## config.mk

```make
export PLATFORM = sky130hd
export DESIGN_NAME = id_ex_stage
export DESIGN_NICKNAME = d
export VERILOG_FILES = /design/src/rtl/id_ex_stage.sv
export SDC_FILE = /design/constraint.sdc
export NUM_CORES = 1
export LEC_CHECK = 0
export ABC_AREA = 1
export BUFFER_PORTS_ARGS = -buffer_cell sky130_fd_sc_hd__buf_2
export CORE_AREA = 2 2 124 126
export CTS_CLUSTER_DIAMETER = 40
export DETAILED_ROUTE_END_ITERATION = 6
export DIE_AREA = 0 0 126 128
export HOLD_SLACK_MARGIN = 0.06
export RECOVER_POWER = 50
export SLEW_MARGIN = 15
export SYNTH_ARGS = -nofsm -noshare
export SYNTH_HDL_FRONTEND = slang
export SYNTH_SLANG_ARGS = --single-unit
```

## constraint.sdc

```tcl
create_clock -name clk -period 2.7 [get_ports clk]
set_input_delay 0.135 -clock clk [delete_from_list [all_inputs] [get_ports clk]]
set_output_delay 0.135 -clock clk [all_outputs]
set_load 0.02 [all_outputs]
```

## src/rtl/id_ex_stage.sv

```systemverilog
`default_nettype none
// ============================================================================
//  Module   : id_ex_stage
//  Purpose  : ID/EX pipeline register feeding the execute ALU. Captures the
//             decoded operands and control fields, resolves RAW hazards by
//             forwarding from EX/MEM and MEM/WB, and detects load-use
//             hazards so decode can be held while a bubble is inserted.
//
//  Build option:
//    ID_EX_FWD_EN  defined   -> forwarding network + load-use detection
//                  undefined -> operands come straight from the registered
//                               read data, load_use_stall_o tied 0 and
//                               bubble_count_o stays 0 (hazards are
//                               scheduled by software with NOPs)
//
//  Ports:
//    clk, rst_n                 clock (rising edge), async active-low reset
//    in_*_i                     decoded instruction from the ID stage
//    stall_i                    downstream hold (all fields hold)
//    flush_i                    kill the held instruction (beats stall)
//    exmem_* / memwb_*          producer destinations, enables and values
//    alu_a_o, alu_b_o, alu_sel_o ALU operands and operation select
//    ex_valid_o, ex_rd_addr_o   stage valid and destination register
//    ex_reg_we_o, ex_mem_re_o,
//    ex_mem_we_o                controls, forced 0 when the stage is empty
//    ex_store_data_o            forwarded rs2 value for stores
//    load_use_stall_o           decode must hold this cycle
//    bubble_count_o             saturating count of load-use bubbles
//
//  Revision : 1.0  initial release
// ============================================================================
module id_ex_stage #(
    parameter int DATA_W  = 32,
    parameter int RADDR_W = 4,
    parameter int SEL_W   = 3
) (
    input  logic                clk,
    input  logic                rst_n,

    input  logic                in_valid_i,
    input  logic [RADDR_W-1:0]  in_rs1_addr_i,
    input  logic [RADDR_W-1:0]  in_rs2_addr_i,
    input  logic [DATA_W-1:0]   in_rs1_data_i,
    input  logic [DATA_W-1:0]   in_rs2_data_i,
    input  logic [DATA_W-1:0]   in_imm_i,
    input  logic                in_use_imm_i,
    input  logic [SEL_W-1:0]    in_alu_sel_i,
    input  logic [RADDR_W-1:0]  in_rd_addr_i,
    input  logic                in_reg_we_i,
    input  logic                in_mem_re_i,
    input  logic                in_mem_we_i,

    input  logic                stall_i,
    input  logic                flush_i,

    input  logic [RADDR_W-1:0]  exmem_rd_i,
    input  logic                exmem_we_i,
    input  logic [DATA_W-1:0]   exmem_result_i,
    input  logic [RADDR_W-1:0]  memwb_rd_i,
    input  logic                memwb_we_i,
    input  logic [DATA_W-1:0]   memwb_result_i,

    output logic [DATA_W-1:0]   alu_a_o,
    output logic [DATA_W-1:0]   alu_b_o,
    output logic [SEL_W-1:0]    alu_sel_o,
    output logic                ex_valid_o,
    output logic [RADDR_W-1:0]  ex_rd_addr_o,
    output logic                ex_reg_we_o,
    output logic                ex_mem_re_o,
    output logic                ex_mem_we_o,
    output logic [DATA_W-1:0]   ex_store_data_o,
    output logic                load_use_stall_o,
    output logic [15:0]         bubble_count_o
);

    localparam logic [15:0]        c_BUBBLE_MAX = 16'hFFFF;
    localparam logic [RADDR_W-1:0] c_R0         = '0;

    // ------------------------------------------------------------------
    // Pipeline registers
    // ------------------------------------------------------------------
    logic                valid_q,    valid_d;
    logic [RADDR_W-1:0]  rs1_addr_q, rs1_addr_d;
    logic [RADDR_W-1:0]  rs2_addr_q, rs2_addr_d;
    logic [DATA_W-1:0]   rs1_data_q, rs1_data_d;
    logic [DATA_W-1:0]   rs2_data_q, rs2_data_d;
    logic [DATA_W-1:0]   imm_q,      imm_d;
    logic                use_imm_q,  use_imm_d;
    logic [SEL_W-1:0]    sel_q,      sel_d;
    logic [RADDR_W-1:0]  rd_q,       rd_d;
    logic                reg_we_q,   reg_we_d;
    logic                mem_re_q,   mem_re_d;
    logic                mem_we_q,   mem_we_d;
    logic [15:0]         bubble_q,   bubble_d;

    // Operand values after hazard resolution, and the load-use decision
    logic [DATA_W-1:0]   rs1_fwd;
    logic [DATA_W-1:0]   rs2_fwd;
    logic                load_use;

`ifdef ID_EX_FWD_EN
    // The newer producer (EX/MEM) wins over the older one (MEM/WB).
    // Register 0 is hard-wired to zero, so no producer may override it.
    always_comb begin
        rs1_fwd = rs1_data_q;
        if (rs1_addr_q == c_R0) begin
            rs1_fwd = '0;
        end else if (exmem_we_i && (exmem_rd_i == rs1_addr_q)) begin
            rs1_fwd = exmem_result_i;
        end else if (memwb_we_i && (memwb_rd_i == rs1_addr_q)) begin
            rs1_fwd = memwb_result_i;
        end
    end

    always_comb begin
        rs2_fwd = rs2_data_q;
        if (rs2_addr_q == c_R0) begin
            rs2_fwd = '0;
        end else if (exmem_we_i && (exmem_rd_i == rs2_addr_q)) begin
            rs2_fwd = exmem_result_i;
        end else if (memwb_we_i && (memwb_rd_i == rs2_addr_q)) begin
            rs2_fwd = memwb_result_i;
        end
    end

    // A load in EX has no value until MEM, so a dependent instruction in
    // decode cannot be served by forwarding next cycle. rs2 is only a real
    // dependency when the op reads it: register-register ops and stores
    // (the store data always comes from rs2, even with an immediate).
    logic w_rs2_used;
    logic w_rs1_hit;
    logic w_rs2_hit;

    assign w_rs2_used = ~in_use_imm_i | in_mem_we_i;
    assign w_rs1_hit  = (rd_q == in_rs1_addr_i);
    assign w_rs2_hit  = w_rs2_used & (rd_q == in_rs2_addr_i);

    assign load_use = valid_q & mem_re_q & (rd_q != c_R0) & in_valid_i
                    & (w_rs1_hit | w_rs2_hit);
`else
    assign rs1_fwd  = rs1_data_q;
    assign rs2_fwd  = rs2_data_q;
    assign load_use = 1'b0;

    // Producer ports and captured source addresses have no consumer when
    // forwarding is compiled out.
    logic w_unused_fwd;
    assign w_unused_fwd = ^{exmem_rd_i, exmem_we_i, exmem_result_i,
                            memwb_rd_i, memwb_we_i, memwb_result_i,
                            rs1_addr_q, rs2_addr_q};
`endif

    // ------------------------------------------------------------------
    // Next-state selection: flush > stall > load-use bubble > capture
    // ------------------------------------------------------------------
    always_comb begin
        valid_d    = valid_q;
        rs1_addr_d = rs1_addr_q;
        rs2_addr_d = rs2_addr_q;
        rs1_data_d = rs1_data_q;
        rs2_data_d = rs2_data_q;
        imm_d      = imm_q;
        use_imm_d  = use_imm_q;
        sel_d      = sel_q;
        rd_d       = rd_q;
        reg_we_d   = reg_we_q;
        mem_re_d   = mem_re_q;
        mem_we_d   = mem_we_q;
        bubble_d   = bubble_q;

        if (flush_i) begin
            // Data fields are left as-is; an invalid slot ignores them.
            valid_d  = 1'b0;
            reg_we_d = 1'b0;
            mem_re_d = 1'b0;
            mem_we_d = 1'b0;
        end else if (stall_i) begin
            // Hold the instruction, but fold in any producer value visible
            // now: that producer may retire before the stall releases, and
            // the register-file data captured at decode is already stale.
            rs1_data_d = rs1_fwd;
            rs2_data_d = rs2_fwd;
        end else if (load_use) begin
            valid_d  = 1'b0;
            reg_we_d = 1'b0;
            mem_re_d = 1'b0;
            mem_we_d = 1'b0;
            if (bubble_q != c_BUBBLE_MAX) begin
                bubble_d = bubble_q + 16'd1;
            end
        end else begin
            valid_d    = in_valid_i;
            rs1_addr_d = in_rs1_addr_i;
            rs2_addr_d = in_rs2_addr_i;
            rs1_data_d = in_rs1_data_i;
            rs2_data_d = in_rs2_data_i;
            imm_d      = in_imm_i;
            use_imm_d  = in_use_imm_i;
            sel_d      = in_alu_sel_i;
            rd_d       = in_rd_addr_i;
            reg_we_d   = in_valid_i & in_reg_we_i;
            mem_re_d   = in_valid_i & in_mem_re_i;
            mem_we_d   = in_valid_i & in_mem_we_i;
        end
    end

    always_ff @(posedge clk or negedge rst_n) begin
        if (!rst_n) begin
            valid_q    <= 1'b0;
            rs1_addr_q <= '0;
            rs2_addr_q <= '0;
            rs1_data_q <= '0;
            rs2_data_q <= '0;
            imm_q      <= '0;
            use_imm_q  <= 1'b0;
            sel_q      <= '0;
            rd_q       <= '0;
            reg_we_q   <= 1'b0;
            mem_re_q   <= 1'b0;
            mem_we_q   <= 1'b0;
            bubble_q   <= '0;
        end else begin
            valid_q    <= valid_d;
            rs1_addr_q <= rs1_addr_d;
            rs2_addr_q <= rs2_addr_d;
            rs1_data_q <= rs1_data_d;
            rs2_data_q <= rs2_data_d;
            imm_q      <= imm_d;
            use_imm_q  <= use_imm_d;
            sel_q      <= sel_d;
            rd_q       <= rd_d;
            reg_we_q   <= reg_we_d;
            mem_re_q   <= mem_re_d;
            mem_we_q   <= mem_we_d;
            bubble_q   <= bubble_d;
        end
    end

    // ------------------------------------------------------------------
    // Outputs
    // ------------------------------------------------------------------
    assign alu_a_o          = rs1_fwd;
    assign alu_b_o          = use_imm_q ? imm_q : rs2_fwd;
    assign alu_sel_o        = sel_q;
    assign ex_valid_o       = valid_q;
    assign ex_rd_addr_o     = rd_q;
    // Controls are cleared on every invalidating path already; the extra
    // gate keeps an empty slot from ever presenting a side effect.
    assign ex_reg_we_o      = valid_q & reg_we_q;
    assign ex_mem_re_o      = valid_q & mem_re_q;
    assign ex_mem_we_o      = valid_q & mem_we_q;
    assign ex_store_data_o  = rs2_fwd;
    assign load_use_stall_o = load_use;
    assign bubble_count_o   = bubble_q;

endmodule
`default_nettype wire

```

==> results by group <==
Logic synthesis
  • Top cells by count, synth: nand2_1 (220), o21ai_0 (134), dfrtp_1 (108)
  • Xor/xnor share of the synthesized area: 0
  • Largest cells by area after synthesis: dfrtp_1 (57%), nand2_1 (17%), o21ai_0 (14%)
  • Compound-Gate Fraction of Synth Area: 0.143
  • Largest family of logic cells by synthesized area: simple AND/OR/NAND/NOR gates
  • Seq/Total Area, Yosys: 0.567
  • Distinct cells, synth: 13
  • Post-Synthesis Cells: 561
  • Top cell type's share of synthesized area: 0.567
  • Async S/R FF share, synth: 1.00
  • Mux share of post-synthesis cell area: 0
  • Syn Area/Cell: 8.50 um^2
  • Count leader, synth: nand2_1
  • Post-synth EDFFs: 0
  • Synth Warn #: 0
  • Post-Synth Adder-Cell Area: 0
  • Register bit total from synthesis: 108
  • Area leader, netlist: dfrtp_1
  • Mapped cell area: 4770 um^2
  • Primary FF master, synth: dfrtp_1
  • Synth Area in Simple Gates: 0.181

Critical path
  • Startpoint types: flip-flop
  • Worst reg2reg path depth: 2
  • Worst path bufs/invs: 1
  • CP Capture Type: primary output
  • WS Path Type: reg -> out
  • Cell family with most CP delay: flip-flops
  • Worst path arrival time: 1890 ps
  • Worst R2R Start: use_imm_q$_DFFE_PN0P_
  • FF-to-FF setup slack: 1300 ps
  • CP max FO: 65
  • Slowest library cell on the worst path: dfrtp_2
  • Max stage delay on crit path: 1030 ps
  • Reg-to-reg endpoint: use_imm_q$_DFFE_PN0P_
  • Required @ worst endpoint: 2570 ps
  • CP Cell Sequence: nand2_1 > o21ai_0 > buf_2

STA
  • Final Setup Violations: 0
  • Crit share post-route: 0.750
  • Setup WS post-layout: 674 ps
  • Worst slew margin relative to its limit: 0.0883
  • Final hold viol count: 0
  • Max-slew violations: 0
  • Clk_skew: 0 ps
  • Period minus WS final: 2030 ps
  • Least-Margin Pin Slew: 1370 ps
  • Unrepaired setup endpoints after global routing: false
  • F_max: 0.494 GHz
  • Worst Hold Slack: 490 ps
  • Fin Setup TNS: 0 ps

Clocking
  • H-tree levels: 3
  • Insertion delay to the later sink of the worst-skew pair: 340 ps
  • Clk root buf: clkbuf_16
  • Bufs on Longest Clock Path: 2
  • CTS Hold Buffers Added: 112
  • CTS tree: done
  • Clk sinks: 108
  • Clk slew on worst S/H paths: 70 ps
  • Post-CTS sizing: 0
  • Setup bufs post-CTS: 0
  • Total CTS buffers: 9

Place
  • PortBufs: 218
  • Place WS: 1060 ps
  • HPWL after DPL: 8.47 mm
  • Area after DPL: 5830 um^2
  • Placed cells: 934
  • Gpl congestion: 0.729

Detailed routing
  • DRC: 0
  • 1st-iter DRT viols: 192
  • Vias per cell: 4.45
  • Post-route ant nets: 0
  • Vias: 4726
  • WL/cell: 13.6 um
  • Final WL: 14.5 mm
  • First-pass iteration count of the detailed router: 4

Cells and area
  • Share of cells above drive strength 1: 0.208
  • Final Cell Area: 7190 um^2
  • Layout Nets: 1063
  • Area grow syn2layout: 50.9%
  • Number of diodes: 0
  • Post-Layout Cell Count: 1062
  • Core Util, Final: 0.484

Floorplan
  • Core Area: 14900 um^2
  • Std cell rows: 45
  • # IOs: 318
  • Die H: 128 um
  • Starting Density: 0.321
  • Full die area: 16100 um^2
  • Die Span X: 126 um

Hold path
  • Hold EP: mem_we_q$_DFFE_PN0P_
  • Hold Path Depth: 2
  • Worst hold path type: reg -> reg
  • Min-Delay Startpoint: mem_we_q$_DFFE_PN0P_

Global routing
  • First-pass GRT wire length: 24.2 mm
  • Remaining global-route overflow: 0
  • Tot GR Track Use: 0.184
  • Largest net degree at the start of global routing: 80
  • Vias in the first global route: 4962
  • Antenna violations before repair: 0

Pwr
  • Total power: 4.47 mW
  • Peak VDD IR: 0.302 mV
  • P_leak: 3.67 nW
  • Cell area power density: 622 nW/um^2

Run
  • Max-cap violation count: 0

Outcome
  • Outcome: complete, no violations
## tightest hold or removal path: stages (launching register included)
cell and delay, ps:
dfrtp_1 350, nand2_1 50, nand2_1 60
## cell families (layout without fill, tap and decap cells)
| kind of cell | Yosys count | in the layout |
|---|---|---|
| other cells | 1 | 17 |
| flops | 108 | 108 |
| compound gates | 136 | 136 |
| buf+inv | 91 | 388 |
| simple gates | 225 | 225 |
## how the worst max path moves through the flow
stage                                from     endpoint  depth (start not counted)
floorplan           use_imm_q$_DFFE_PN0P_  alu_b_o[21]                          3
global placement    use_imm_q$_DFFE_PN0P_  alu_b_o[23]                          3
detailed placement  use_imm_q$_DFFE_PN0P_   alu_b_o[3]                          2
CTS                 use_imm_q$_DFFE_PN0P_  alu_b_o[23]                          3
global route        use_imm_q$_DFFE_PN0P_  alu_b_o[10]                          2
finish              use_imm_q$_DFFE_PN0P_  alu_b_o[10]                          3
## flip-flops by register name, indices dropped and copies added, names as in the netlist
name,flops
reg_we_q,1
alu_a_o,32
use_imm_q,1
ex_rd_addr_o,4
mem_we_q,1
ex_store_data_o,32
imm_q,32
ex_valid_o,1
alu_sel_o,3
mem_re_q,1
## layout make-up
| cell class | count | area (um^2) |
|---|---|---|
| clock buffers | 11 | 243 |
| repair buffers | 336 | 2190 |
| clock inverters | 5 | 75.1 |
| well taps | 188 | 235 |
| multi-input cells | 378 | 1610 |
| inverters | 36 | 135 |
| flip-flops and latches | 108 | 2700 |
| fillers | 1460 | 7670 |
## placed cells by master (no fill, tap or decap), drive strengths merged
cell type and instances:
nand2 220, dfrtp 108, nand3 3, dlygate4sd3 112, bufinv 2, clkinv 3
clkbuf 73, nor2 2, conb 17, inv 36, o21ai 136, buf 162
## metal layers
metal  part of all wire  track usage
met5                  0            0
met4              0.020       0.0685
met3              0.060       0.0388
met2               0.48        0.312
met1               0.44        0.233
## power breakdown
group	switching (mW)	total [mW]	internal, mW
sequential	0.129	1.94	1.81
combinational	0.695	1.09	0.393
clock	0.603	1.44	0.835
Power figures use the tool's default switching activity.
